[config.mk]
export PLATFORM = sky130hd
export DESIGN_NAME = apu_envelope_length_flat
export DESIGN_NICKNAME = d
export VERILOG_FILES = /design/src/rtl/apu_envelope_length_if.sv /design/src/rtl/apu_envelope_length.sv /design/src/flat_wrapper.sv
export SDC_FILE = /design/constraint.sdc
export NUM_CORES = 1
export LEC_CHECK = 0
export BUFFER_PORTS_ARGS = -buffer_cell sky130_fd_sc_hd__buf_4
export CORE_MARGIN = 4
export CORE_UTILIZATION = 30
export CTS_CLUSTER_DIAMETER = 30
export DETAILED_ROUTE_END_ITERATION = 16
export PLACE_DENSITY_LB_ADDON = 0.12
export SYNTH_ARGS = -nofsm -noshare
export SYNTH_HDL_FRONTEND = slang
export SYNTH_SLANG_ARGS = --single-unit
[constraint.sdc]
create_clock -name clk -period 2.05 [get_ports clk]
set_input_delay 0.205 -clock clk [delete_from_list [all_inputs] [get_ports clk]]
set_output_delay 0.205 -clock clk [all_outputs]
set_load 0.1 [all_outputs]
[src/rtl/apu_envelope_length_if.sv]
// Bundle between the frame sequencer / register bus and one channel's envelope + length unit.
// master drives ticks and register writes; slave returns volume and length status.
interface apu_envelope_length_if;
  logic       cpu_clk_en;
  logic       quarter_clk_en;
  logic       half_clk_en;
  logic       channel_en;
  logic       reg_wr_en;
  logic [1:0] reg_addr;
  logic [7:0] reg_wr_data;
  logic [3:0] volume;
  logic       length_nonzero;

  modport master (
    output cpu_clk_en, quarter_clk_en, half_clk_en, channel_en,
    output reg_wr_en, reg_addr, reg_wr_data,
    input  volume, length_nonzero
  );

  modport slave (
    input  cpu_clk_en, quarter_clk_en, half_clk_en, channel_en,
    input  reg_wr_en, reg_addr, reg_wr_data,
    output volume, length_nonzero
  );
endinterface

[src/rtl/apu_envelope_length.sv]
// Per-channel envelope generator and length counter driven by frame-sequencer ticks.
// Outputs are combinational from state (visible one clk after the causing edge); no backpressure.
module apu_envelope_length #(
  parameter int HALT_BIT = 5,
  parameter bit ENV_EN   = 1'b1
) (
  input logic                  clk,
  input logic                  rst,
  apu_envelope_length_if.slave bus
);

  localparam logic [7:0] LEN_TABLE [32] = '{
    8'd10,  8'd254, 8'd20, 8'd2,  8'd40, 8'd4,  8'd80, 8'd6,
    8'd160, 8'd8,   8'd60, 8'd10, 8'd14, 8'd12, 8'd26, 8'd14,
    8'd12,  8'd16,  8'd24, 8'd18, 8'd48, 8'd20, 8'd96, 8'd22,
    8'd192, 8'd24,  8'd72, 8'd26, 8'd16, 8'd28, 8'd32, 8'd30
  };

  logic       q_tick;
  logic       h_tick;
  logic       wr0;
  logic       wr3;
  logic       halt;
  logic       const_vol;
  logic       start;
  logic [3:0] vol_param;
  logic [3:0] divider;
  logic [3:0] decay;
  logic [7:0] length;

  // Frame enables may span several clk within one CPU cycle; only the qualified tick acts.
  assign q_tick = bus.quarter_clk_en & bus.cpu_clk_en;
  assign h_tick = bus.half_clk_en & bus.cpu_clk_en;
  assign wr0    = bus.reg_wr_en && (bus.reg_addr == 2'd0);
  assign wr3    = bus.reg_wr_en && (bus.reg_addr == 2'd3);

  always_ff @(posedge clk or posedge rst) begin
    if (rst) begin
      halt      <= 1'b0;
      const_vol <= 1'b0;
      vol_param <= 4'd0;
    end else if (wr0) begin
      halt      <= bus.reg_wr_data[HALT_BIT];
      const_vol <= bus.reg_wr_data[4];
      vol_param <= bus.reg_wr_data[3:0];
    end
  end

  // A coincident offset-3 write lets the tick see the old start, then re-arms start.
  always_ff @(posedge clk or posedge rst) begin
    if (rst) begin
      start   <= 1'b0;
      divider <= 4'd0;
      decay   <= 4'd0;
    end else begin
      if (ENV_EN && q_tick) begin
        if (start) begin
          start   <= 1'b0;
          decay   <= 4'd15;
          divider <= vol_param;
        end else if (divider == 4'd0) begin
          divider <= vol_param;
          if (decay != 4'd0)
            decay <= decay - 4'd1;
          else if (halt)
            decay <= 4'd15;
        end else begin
          divider <= divider - 4'd1;
        end
      end
      if (wr3)
        start <= 1'b1;
    end
  end

  always_ff @(posedge clk or posedge rst) begin
    if (rst)
      length <= 8'd0;
    else if (!bus.channel_en)
      length <= 8'd0;
    else if (wr3)
      length <= LEN_TABLE[bus.reg_wr_data[7:3]];
    else if (h_tick && (length != 8'd0) && !halt)
      length <= length - 8'd1;
  end

  assign bus.volume         = ENV_EN ? (const_vol ? vol_param : decay) : 4'd0;
  assign bus.length_nonzero = (length != 8'd0);

endmodule

[src/flat_wrapper.sv]
// flat-port wrapper written by rule: the top's interface ports become plain ports
module apu_envelope_length_flat 
#(
  parameter int HALT_BIT = 5,
  parameter bit ENV_EN   = 1'b1
)
  (clk, rst, bus_cpu_clk_en, bus_quarter_clk_en, bus_half_clk_en, bus_channel_en, bus_reg_wr_en, bus_reg_addr, bus_reg_wr_data, bus_volume, bus_length_nonzero);
  apu_envelope_length_if bus_i ();
  input logic clk;
  input logic rst;
  input wire logic [$bits(bus_i.cpu_clk_en)-1:0] bus_cpu_clk_en;
  input wire logic [$bits(bus_i.quarter_clk_en)-1:0] bus_quarter_clk_en;
  input wire logic [$bits(bus_i.half_clk_en)-1:0] bus_half_clk_en;
  input wire logic [$bits(bus_i.channel_en)-1:0] bus_channel_en;
  input wire logic [$bits(bus_i.reg_wr_en)-1:0] bus_reg_wr_en;
  input wire logic [$bits(bus_i.reg_addr)-1:0] bus_reg_addr;
  input wire logic [$bits(bus_i.reg_wr_data)-1:0] bus_reg_wr_data;
  output wire logic [$bits(bus_i.volume)-1:0] bus_volume;
  output wire logic [$bits(bus_i.length_nonzero)-1:0] bus_length_nonzero;
  assign bus_i.cpu_clk_en = bus_cpu_clk_en;
  assign bus_i.quarter_clk_en = bus_quarter_clk_en;
  assign bus_i.half_clk_en = bus_half_clk_en;
  assign bus_i.channel_en = bus_channel_en;
  assign bus_i.reg_wr_en = bus_reg_wr_en;
  assign bus_i.reg_addr = bus_reg_addr;
  assign bus_i.reg_wr_data = bus_reg_wr_data;
  assign bus_volume = bus_i.volume;
  assign bus_length_nonzero = bus_i.length_nonzero;
  apu_envelope_length #(.HALT_BIT(HALT_BIT), .ENV_EN(ENV_EN)) u_core (.clk(clk), .rst(rst), .bus(bus_i));
endmodule
==> reports/qor.yml, run 1 <==
synth:
  yosys_warnings: 0
  netlist_instances: 192
  synth_area_sq_um: 1820
  synth_seq_area_share_pct: 31.7
  synth-main-ff-cell: "dfrtp_1"
  synthesis.nets: 219
  synth.distinct_cells: 66
  ys_async_sr_fraction_pct: 100
  yosys.area.top_type_share_pct: 31.7
  synth_area_leader_cell: "dfrtp_1"
  synth_edf_count: 0
  syn_area_per_cell_sq_um: 9.46
  yosys-top-cells-area: "dfrtp_1 (32%), ha_1 (6.9%), mux2_2 (5.0%)"
  ys_ff_latch: 23
pwr:
  switchingPower_w: 0.000947
  cellInternalPower_w: 0.00109
  pwr_density_cell_nw_per_um2: 954
  combinationalPowerShare_pct: 50.1
  p_seq_share_pct: 35.3
  vdd_drop_max_mv: 0.350
  sw_frac_of_total_pct: 46.5
  clockPowerShare_pct: 14.6
  total_power_w: 0.00204
  p_leak_nw: 0.922
timing:
  fmax_mhz: 525
  worst_pin_slew_ps: 535
  fin_tns_setup_ps: 0
  period_needed_ps: 1900
  drv_slew: 0
  timing.hold.ws_ps: 163
  setup_viol: 0
  hold_viol_final: 0
  skew_ps: 1.59
  maxSlewHeadroom_pct: 64.2
  fin_crit_sh_pct: 92.9
  rsz0062_at_grt: "no"
layout:
  fillCellCount: 618
  n_antenna_cell: 0
  area_growth_pct: 17.5
  drive_gt1_share_pct: 27.7
  nNetsFinal: 241
routing:
  first_iter_violations: 79
  vias: 1493
  ant_nets: 0
  drt_first_pass_iters: 4
  wl_per_cell_um: 15.0
  post-route-drc-count: 0
  postRouteWirelength_mm: 4.32
  via_per_inst: 5.18
critical_path:
  worst_ep_required_time_ps: 1850
  path_common_cell: "buf_4"
  r2r_cells: 6
  startpoint_type: "register"
  critPathMaxFanout: 4
  rr_endpoint: "u_core.decay[0]"
  crit_arrival_ps: 1700
  crit_chain: "inv_1 > ha_1 > nor3b_4 > buf_4 > nand2_4 > buf_4"
  reg2reg_setup_slack_ps: 170
  critical_path.max_stage_delay_ps: 420
  worst_path_max_delay_cell: "dfrtp_1"
  r2r-start: "u_core.decay[0]"
  worst_setup_path_end_kind: "output port"
  crit_type: "register to output port"
placed_design:
  portBuffers: 21
  dpl.hpwl_mm: 3.30
  gp_congestion: 0.756
hold_path:
  holdPathEnd: "u_core.vol_param[1]"
  min_from: "bus_reg_wr_data[1]"
  worstHoldPathType: "primary input to register"
  holdPathStages: 2
floorplanning:
  io_pins: 22
  design.core.area_sq_um: 5890
  die_w_um: 85.8
  row_count: 28
  die-area_sq_um: 7370
  dieHeight_um: 85.8
  start_util_pct: 30.9
clock_network:
  htreeDepth: 1
  clk_pin_slew_worst_paths_ps: 90
  clockBufferDepth: 2
  cts_tree: "built"
  post_cts_buffers: 0
  cts.sinks: 23
  root_buffer: "clkbuf_8"
  clock_latency_ps: 270
  numCtsBuffers: 3
global_route:
  grt_pass1_wl_mm: 7.27
  grt_pass1_vias: 1417
  antenna_found_initial: 0
  grt_overflow: 0
  grtUsageTotal_pct: 12.5
  grt_max_degree: 24
run:
  drv_cap: 0
status:
  status: "completed"
-- area by class of cell --
class | instances | area [sq um] | share of cell area (%)
timing repair buffer | 26 | 198 | 9.26
tap | 75 | 93.8 | 4.40
clock inverter | 1 | 7.51 | 0.352
clock buffer | 3 | 41.3 | 1.93
multi-input combinational | 145 | 1160 | 54.5
inverter | 15 | 56.3 | 2.64
sequential | 23 | 576 | 27.0
-- Yosys cell counts (2+ instances only) --
cell      number
mux2_1         2
nor2_1        10
a211oi_1       4
and3_1         2
or2_1          2
nand3b_1       2
nor2b_1        4
buf_2          3
o211a_1        2
a21oi_1       13
dfrtp_1       23
mux2_2         8
xnor2_1        4
inv_1         14
clkbuf_1       4
nor3_1         6
nand2b_1       2
nand3_1        3
or3_1          2
nor3b_2        2
o22a_1         2
o311a_1        2
a211oi_2       3
nor3b_1        2
nand2_1       12
ha_1          10
o31ai_1        2
o21ai_0        9
-- power by group through the flow --
stage	combinational, W	sequential, W	clock, W
6_report	0.00102	0.000719	0.000296
5_1_grt	0.00111	0.000737	0.000331
4_1_cts	0.00102	0.000714	0.000308
3_5_place_dp	0.00102	0.000721	0
3_3_place_gp	0.00102	0.000722	0
2_1_floorplan	0.000827	0.000671	0
-- logic make-up (layout without fill, tap and decap cells) --
group | count (synthesis) | after routing | share of synthesized area (%)
buffers and inverters | 24 | 45 | 5.37
AOI/OAI and AO/OA | 55 | 55 | 23.2
xor gates and xnor gates | 4 | 4 | 1.93
and+or+nand+nor | 63 | 63 | 22.1
muxes | 13 | 13 | 8.82
DFF | 23 | 23 | 31.7
adders and majority gates | 10 | 10 | 6.89
-- flip-flops by register name (all words and copies together) (netlist names) --
name / cells
u_core.length: 8
u_core.start: 1
u_core.vol_param: 4
u_core.const_vol: 1
u_core.halt: 1
u_core.divider: 4
u_core.decay: 4
-- critical path, delay by kind of cell, from the launching register on --
kind	cells	cell delay, ps
adders and majority gates	1	160
DFF	1	420
buffers and inverters	3	520
and+or+nand+nor	2	320
-- routing by layer --
layer	track usage, %	wire, um	vias to the layer above
li1	-	-	750
met1	19.5	2380	727
met2	17.8	1820	14
met3	1.83	85	2
met4	3.45	38	0
met5	0	0	-
-- repair_timing --
item | CTS | global route
gates resized for setup | 0 | 2
hold buffers | 1 | 0
hold endpoints to repair | 23 | 0
endpoints found under the setup margin | 0 | 3
-- cell usage in the layout, fill, tap and decap left out, drive strengths merged, types with 3 or more instances in the layout --
cell     n
buf     25
dfrtp   23
inv     15
a21oi   14
nand2   12
mux2    11
nor2    10
ha      10
o21ai    9
nor3     7
a211oi   7
xnor2    4
nor2b    4
nor3b    4
nand3    3
clkbuf   3
nand3b   3
nor4     3
or3b     3
-- per-stage QoR --
step / utilization, % / worst slack (ps) / cell area, sq um / std cells
after floorplan: - / -708 / 1820 / 192
after global placement: 35.1 / 203 / 2060 / 283
after detailed placement: 35.1 / 200 / 2060 / 283
after CTS: 36.1 / 75.6 / 2120 / 288
after global routing: 36.3 / 29.0 / 2130 / 288
final: 36.3 / 146 / 2130 / 288
-- worst max path at each step --
stage	start	endpoint	slack, ps	cells past startpoint
floorplan	u_core.const_vol	bus_volume[0]	-710	1
CTS	u_core.length[0]	bus_length_nonzero	80	6
global placement	u_core.decay[0]	u_core.decay[0]	200	6
finish	u_core.length[0]	bus_length_nonzero	150	6
detailed placement	u_core.decay[0]	u_core.decay[0]	200	6
global route	u_core.length[0]	bus_length_nonzero	30	6
No activity file was read; power rests on OpenSTA's default activity.
==> run 2, diff against run 1 <==
--- a/config.mk
+++ b/config.mk
@@ -11,6 +11,7 @@
 export CTS_CLUSTER_DIAMETER = 30
 export DETAILED_ROUTE_END_ITERATION = 16
 export PLACE_DENSITY_LB_ADDON = 0.12
+export RECOVER_POWER = 25
 export SYNTH_ARGS = -nofsm -noshare
 export SYNTH_HDL_FRONTEND = slang
 export SYNTH_SLANG_ARGS = --single-unit
==> run 2 against run 1 <==
  * Fmax unchanged
  * Cell count unchanged
  * Core utilization is 0.064 points lower
  * Worst setup slack unchanged
  * Clock power barely moved
  * Via count unchanged
  * First-iteration DRC count is the same
  * Non-clock buffer count did not move
  * Critical path type unchanged
  * Critical endpoint unchanged
  * Largest cell class unchanged
==> reports/qor.yml, run 2 (synthesized netlist as in run 1, its figures left out) <==
critical_path:
  r2r_cells: 6  # unchanged
  worst_ep_required_time_ps: 1850  # about the same
  startpoint_type: "register"
  path_common_cell: "buf_4"
  worst_setup_path_end_kind: "output port"
  crit_arrival_ps: 1700  # about the same
  r2r-start: "u_core.decay[0]"
  critical_path.max_stage_delay_ps: 420  # about the same
  reg2reg_setup_slack_ps: 170  # about the same
  crit_chain: "inv_1 > ha_1 > nor3b_4 > buf_4 > nand2_4 > buf_4"
  worst_path_max_delay_cell: "dfrtp_1"
  rr_endpoint: "u_core.decay[0]"
  critPathMaxFanout: 4  # unchanged
  crit_type: "register to output port"
routing:
  first_iter_violations: 79  # unchanged
  postRouteWirelength_mm: 4.32  # about the same
  wl_per_cell_um: 15.0  # about the same
  via_per_inst: 5.18  # unchanged
  post-route-drc-count: 0  # unchanged
  vias: 1493  # unchanged
  drt_first_pass_iters: 4  # unchanged
  ant_nets: 0  # unchanged
timing:
  hold_viol_final: 0  # unchanged
  setup_viol: 0  # unchanged
  drv_slew: 0  # unchanged
  period_needed_ps: 1900  # unchanged
  fin_tns_setup_ps: 0  # unchanged
  maxSlewHeadroom_pct: 16.0  # -48 points
  fmax_mhz: 525  # unchanged
  fin_crit_sh_pct: 92.9  # unchanged
  rsz0062_at_grt: "no"
  timing.hold.ws_ps: 163  # unchanged
  worst_pin_slew_ps: 1260  # +724 ps
  skew_ps: 1.59  # unchanged
pwr:
  total_power_w: 0.00203  # about the same
  vdd_drop_max_mv: 0.350  # about the same
  sw_frac_of_total_pct: 46.5  # about the same
  pwr_density_cell_nw_per_um2: 955  # +0.12%
  p_leak_nw: 0.918  # -0.42%
  p_seq_share_pct: 35.4  # about the same
  clockPowerShare_pct: 14.6  # about the same
  switchingPower_w: 0.000947  # about the same
  combinationalPowerShare_pct: 50.1  # about the same
  cellInternalPower_w: 0.00109  # about the same
hold_path:
  worstHoldPathType: "primary input to register"
  holdPathStages: 2  # unchanged
  min_from: "bus_reg_wr_data[1]"
  holdPathEnd: "u_core.vol_param[1]"
layout:
  largest_reg_flops: 8  # unchanged
  area_growth_pct: 17.3
  final_util_pct: 36.2  # -0.064 points
  nNetsFinal: 241  # unchanged
  fin_area_sq_um: 2130  # -0.18%
  drive_gt1_share_pct: 27.2  # -0.47 points
  fillCellCount: 618  # unchanged
  top_register: "u_core.length"
  final_cell_mix: "buf_4 (23), dfrtp_1 (23), inv_1 (14)"
  n_antenna_cell: 0  # unchanged
global_route:
  grt_pass1_vias: 1417  # unchanged
  grt_overflow: 0  # unchanged
  grt_max_degree: 24  # unchanged
  grtUsageTotal_pct: 12.5  # unchanged
  grt_pass1_wl_mm: 7.27  # unchanged
  antenna_found_initial: 0  # unchanged
placed_design:
  gp_congestion: 0.756  # unchanged
  portBuffers: 21  # unchanged
  dpl.hpwl_mm: 3.30  # unchanged
  placed_area_sq_um: 2060  # unchanged
clock_network:
  htreeDepth: 1  # unchanged
  root_buffer: "clkbuf_8"
  post_cts_buffers: 0  # unchanged
  cts.sinks: 23  # unchanged
  clockBufferDepth: 2  # unchanged
  clock_latency_ps: 270  # about the same
  clk_pin_slew_worst_paths_ps: 90  # about the same
  numCtsBuffers: 3  # unchanged
  cts_tree: "built"
floorplanning:
  die-area_sq_um: 7370  # unchanged
  die_w_um: 85.8  # unchanged
  row_count: 28  # unchanged
  start_util_pct: 30.9  # unchanged
  design.core.area_sq_um: 5890  # unchanged
  io_pins: 22  # unchanged
  dieHeight_um: 85.8  # unchanged
status:
  status: "completed"
run:
  drv_cap: 0  # unchanged
## run 2: cell count changes in the layout (fill, tap and decap cells not counted), sizes merged
cell,delta
buf,-2
clkbuf,+2
## run 2: what timing repair did
item / 4_1_cts / 5_1_grt
gates resized for setup: 0 / 2
setup endpoints to repair: 0 / 3
endpoints found under the hold margin: 23 / 0
hold buffers: 1 / 0
## run 2: worst max-delay path by stage
| stage | start | end | slack (ps) | cells after the start |
|---|---|---|---|---|
| finish | u_core.length[0] | bus_length_nonzero | 150 | 6 |
| floorplan | u_core.const_vol | bus_volume[0] | -710 | 1 |
| detailed placement | u_core.decay[0] | u_core.decay[0] | 200 | 6 |
| global placement | u_core.decay[0] | u_core.decay[0] | 200 | 6 |
| CTS | u_core.length[0] | bus_length_nonzero | 80 | 6 |
| global route | u_core.length[0] | bus_length_nonzero | 30 | 6 |
## run 2: area by class of cell
| cell class | instances | area (sq um) | share of cell area (%) |
|---|---|---|---|
| Multi-Input combinational cell | 145 | 1160 | 54.6 |
| Timing Repair Buffer | 26 | 194 | 9.10 |
| Clock buffer | 3 | 41.3 | 1.94 |
| Sequential cell | 23 | 576 | 27.0 |
| Tap cell | 75 | 93.8 | 4.40 |
| Inverter | 15 | 56.3 | 2.64 |
| Clock inverter | 1 | 7.51 | 0.352 |
## run 2: metal layers
| layer | global-route usage [%] | vias to the layer above | routed length [um] |
|---|---|---|---|
| met5 | 0 | - | 0 |
| met4 | 3.45 | 0 | 38 |
| met3 | 1.83 | 2 | 85 |
| met2 | 17.8 | 14 | 1820 |
| met1 | 19.5 | 727 | 2380 |
| li1 | - | 750 | - |
## run 2: critical path: cells and delay by family, from the launching register on
| family | cells | cell delay [ps] |
|---|---|---|
| buf+inv | 3 | 520 |
| flops | 1 | 420 |
| simple gates | 2 | 320 |
| fa+ha+maj | 1 | 160 |
## run 2: through the flow
stage	worst slack [ps]	cells
floorplan	-708	192
global placement	203	283
detailed placement	200	283
CTS	75.6	288
global route	29.0	288
finish	146	288
## run 2: power by group through the flow
stage               Combinational [W]  Sequential (W)  Clock [W]
floorplan                    0.000827        0.000671          0
global placement              0.00102        0.000722          0
detailed placement            0.00102        0.000721          0
CTS                           0.00102        0.000714   0.000308
global route                  0.00111        0.000737   0.000331
finish                        0.00102        0.000719   0.000296
==> run 3, diff against run 2 <==
--- a/config.mk
+++ b/config.mk
@@ -10,7 +10,7 @@
 export CORE_UTILIZATION = 30
 export CTS_CLUSTER_DIAMETER = 30
 export DETAILED_ROUTE_END_ITERATION = 16
-export PLACE_DENSITY_LB_ADDON = 0.12
+export PLACE_DENSITY = 0.57
 export RECOVER_POWER = 25
 export SYNTH_ARGS = -nofsm -noshare
 export SYNTH_HDL_FRONTEND = slang
==> run 3 against run 2 <==
  * Total power shrank 1.7%
  * First-iteration DRC count fell by 27%
  * Highest routed layer unchanged
  * Cell count is 0.69% lower
  * Die area did not move
  * Flip-flop and latch count is the same
  * Clock-buffer cell count unchanged
  * Fmax grew 3.5%
  * Global-route usage decreased by 0.83 points
  * Critical endpoint is now u_core.decay[0]
  * Sequential power down 2%
==> reports/qor.yml, run 3 (synthesized netlist as in run 1, its figures left out) <==
clock_network:
  cts_tree: "built"
  clockBufferDepth: 2  # unchanged
  root_buffer: "clkbuf_8"
  cts.sinks: 23  # unchanged
  clk_pin_slew_worst_paths_ps: 90  # about the same
  cts_resized: 0  # unchanged
  post_cts_buffers: 0  # unchanged
  htreeDepth: 1  # unchanged
  numCtsBuffers: 3  # unchanged
  clock_latency_ps: 270  # about the same
layout:
  drive_gt1_share_pct: 26.1  # -1.2 points
  nNetsFinal: 239  # -0.83%
  final_common_cell: "dfrtp_1"
  n_antenna_cell: 0  # unchanged
  top_register: "u_core.length"
  largest_reg_flops: 8  # unchanged
  fillCellCount: 627  # +1.5%
  area_growth_pct: 15.7
  final_cell_mix: "dfrtp_1 (23), buf_4 (21), inv_1 (14)"
critical_path:
  critPathMaxFanout: 6  # +2
  crit_type: "register to register"
  crit_arrival_ps: 2040  # +340 ps
  worst_setup_path_end_kind: "register"
  critical_path.max_stage_delay_ps: 410  # about the same
  startpoint_type: "register"
  critPathTopFamily: "simple AND/OR/NAND/NOR gates"
  crit_chain: "inv_1 > ha_1 > or3b_1 > o221ai_2 > nand2b_1 > a2bb2oi_1"
  cp_num_buf_inv: 1  # -2
  worst_ep_required_time_ps: 2250  # +400 ps
  worst_path_max_delay_cell: "dfrtp_1"
global_route:
  grt_pass1_vias: 1434  # +1.2%
  grtUsageTotal_pct: 11.7  # -0.83 points
  grt_max_degree: 24  # unchanged
  grt_pass1_wl_mm: 6.97  # -4.2%
  antenna_found_initial: 0  # unchanged
  grt_overflow: 0  # unchanged
run:
  drv_cap: 0  # unchanged
pwr:
  total_power_w: 0.00200  # -1.7%
  pwr_density_cell_nw_per_um2: 951  # -0.37%
  p_leak_nw: 0.908  # -1.1%
  vdd_drop_max_mv: 0.491  # +40%
floorplanning:
  design.core.area_sq_um: 5890  # unchanged
  die_w_um: 85.8  # unchanged
  io_pins: 22  # unchanged
  dieHeight_um: 85.8  # unchanged
  die-area_sq_um: 7370  # unchanged
  row_count: 28  # unchanged
  start_util_pct: 30.9  # unchanged
routing:
  first_iter_violations: 58  # -27%
  drt_first_pass_iters: 4  # unchanged
  ant_nets: 0  # unchanged
  post-route-drc-count: 0  # unchanged
  via_per_inst: 5.06  # -2.3%
  postRouteWirelength_mm: 3.99  # -7.6%
  wl_per_cell_um: 14.0  # -7.0%
  vias: 1448  # -3.0%
status:
  status: "completed"
timing:
  fmax_mhz: 543  # +3.5%
  hold_viol_final: 0  # unchanged
  skew_ps: 5.75  # +4.16 ps
  fin_crit_sh_pct: 89.8  # -3.1 points
  timing.hold.ws_ps: 156  # -7.67 ps
  worst_pin_slew_ps: 1260  # +0.234 ps
  setup_viol: 0  # unchanged
  maxSlewHeadroom_pct: 16.0  # about the same
  rsz0062_at_grt: "no"
  period_needed_ps: 1840  # -63.8 ps
  drv_slew: 0  # unchanged
hold_path:
  worstHoldPathType: "primary input to register"
placed_design:
  dpl.hpwl_mm: 2.97  # -9.9%
  portBuffers: 21  # unchanged
  gp_congestion: 0.732  # -3.1%
## run 3: worst register-to-register path: cells and delay by family (launching register included)
family	cells	cell delay (ps)
and+or+nand+nor	2	600
AOI/OAI and AO/OA	2	450
DFF	1	410
adders and majority gates	1	190
buffers and inverters	1	110
## run 3: timing repair
item                                    4_1_cts  5_1_grt
hold buffers                                  1        0
endpoints found under the setup margin        0        0
hold endpoints to repair                     23        0
## run 3: area by class of cell
type	count	area [sq um]	share of cell area, %
multi-input cells	145	1150	54.8
flip-flops and latches	23	576	27.4
repair buffers	24	179	8.51
well taps	75	93.8	4.46
inverters	15	56.3	2.68
clock buffers	3	41.3	1.96
clock inverters	1	5.00	0.238
## run 3: worst paths after layout
kind                                    start                   to  slack [ps]  depth (start not counted)
min in group asynchronous                 rst    u_core.divider[2]         900                          4
setup reg to reg              u_core.decay[0]      u_core.decay[0]         210                          6
hold / removal             bus_reg_wr_data[0]  u_core.vol_param[0]         160                          2
hold reg to reg             u_core.divider[1]    u_core.divider[1]         550                          2
max in group asynchronous                 rst     u_core.length[6]         410                          4
setup / recovery              u_core.decay[0]      u_core.decay[0]         210                          6
## run 3: through the flow
stage | setup TNS, ps | instances | setup WS, ps | utilization (%) | cell area [sq um]
2_1_floorplan | -1420 | 192 | -708 | - | 1820
3_3_place_gp | 0 | 281 | 240 | 34.8 | 2050
3_5_place_dp | 0 | 281 | 211 | 34.8 | 2050
4_1_cts | 0 | 286 | 191 | 35.8 | 2110
5_1_grt | 0 | 286 | 25.7 | 35.7 | 2100
6_report | 0 | 286 | 210 | 35.7 | 2100
## run 3: power breakdown
| part | internal, W | switching [W] | total (W) |
|---|---|---|---|
| Sequential | 0.000565 | 0.000142 | 0.000707 |
| Combinational | 0.000373 | 0.000622 | 0.000996 |
| Clock | 0.000136 | 0.000160 | 0.000297 |
| Total | 0.00108 | 0.000925 | 0.00200 |
## run 3: per-layer routing
| metal | vias up | wire length (um) | global-route usage, % |
|---|---|---|---|
| li1 | 745 | - | - |
| met1 | 667 | 2160 | 17.7 |
| met2 | 31 | 1630 | 16.7 |
| met3 | 5 | 131 | 1.44 |
| met4 | 0 | 74 | 4.75 |
| met5 | - | 0 | 0 |
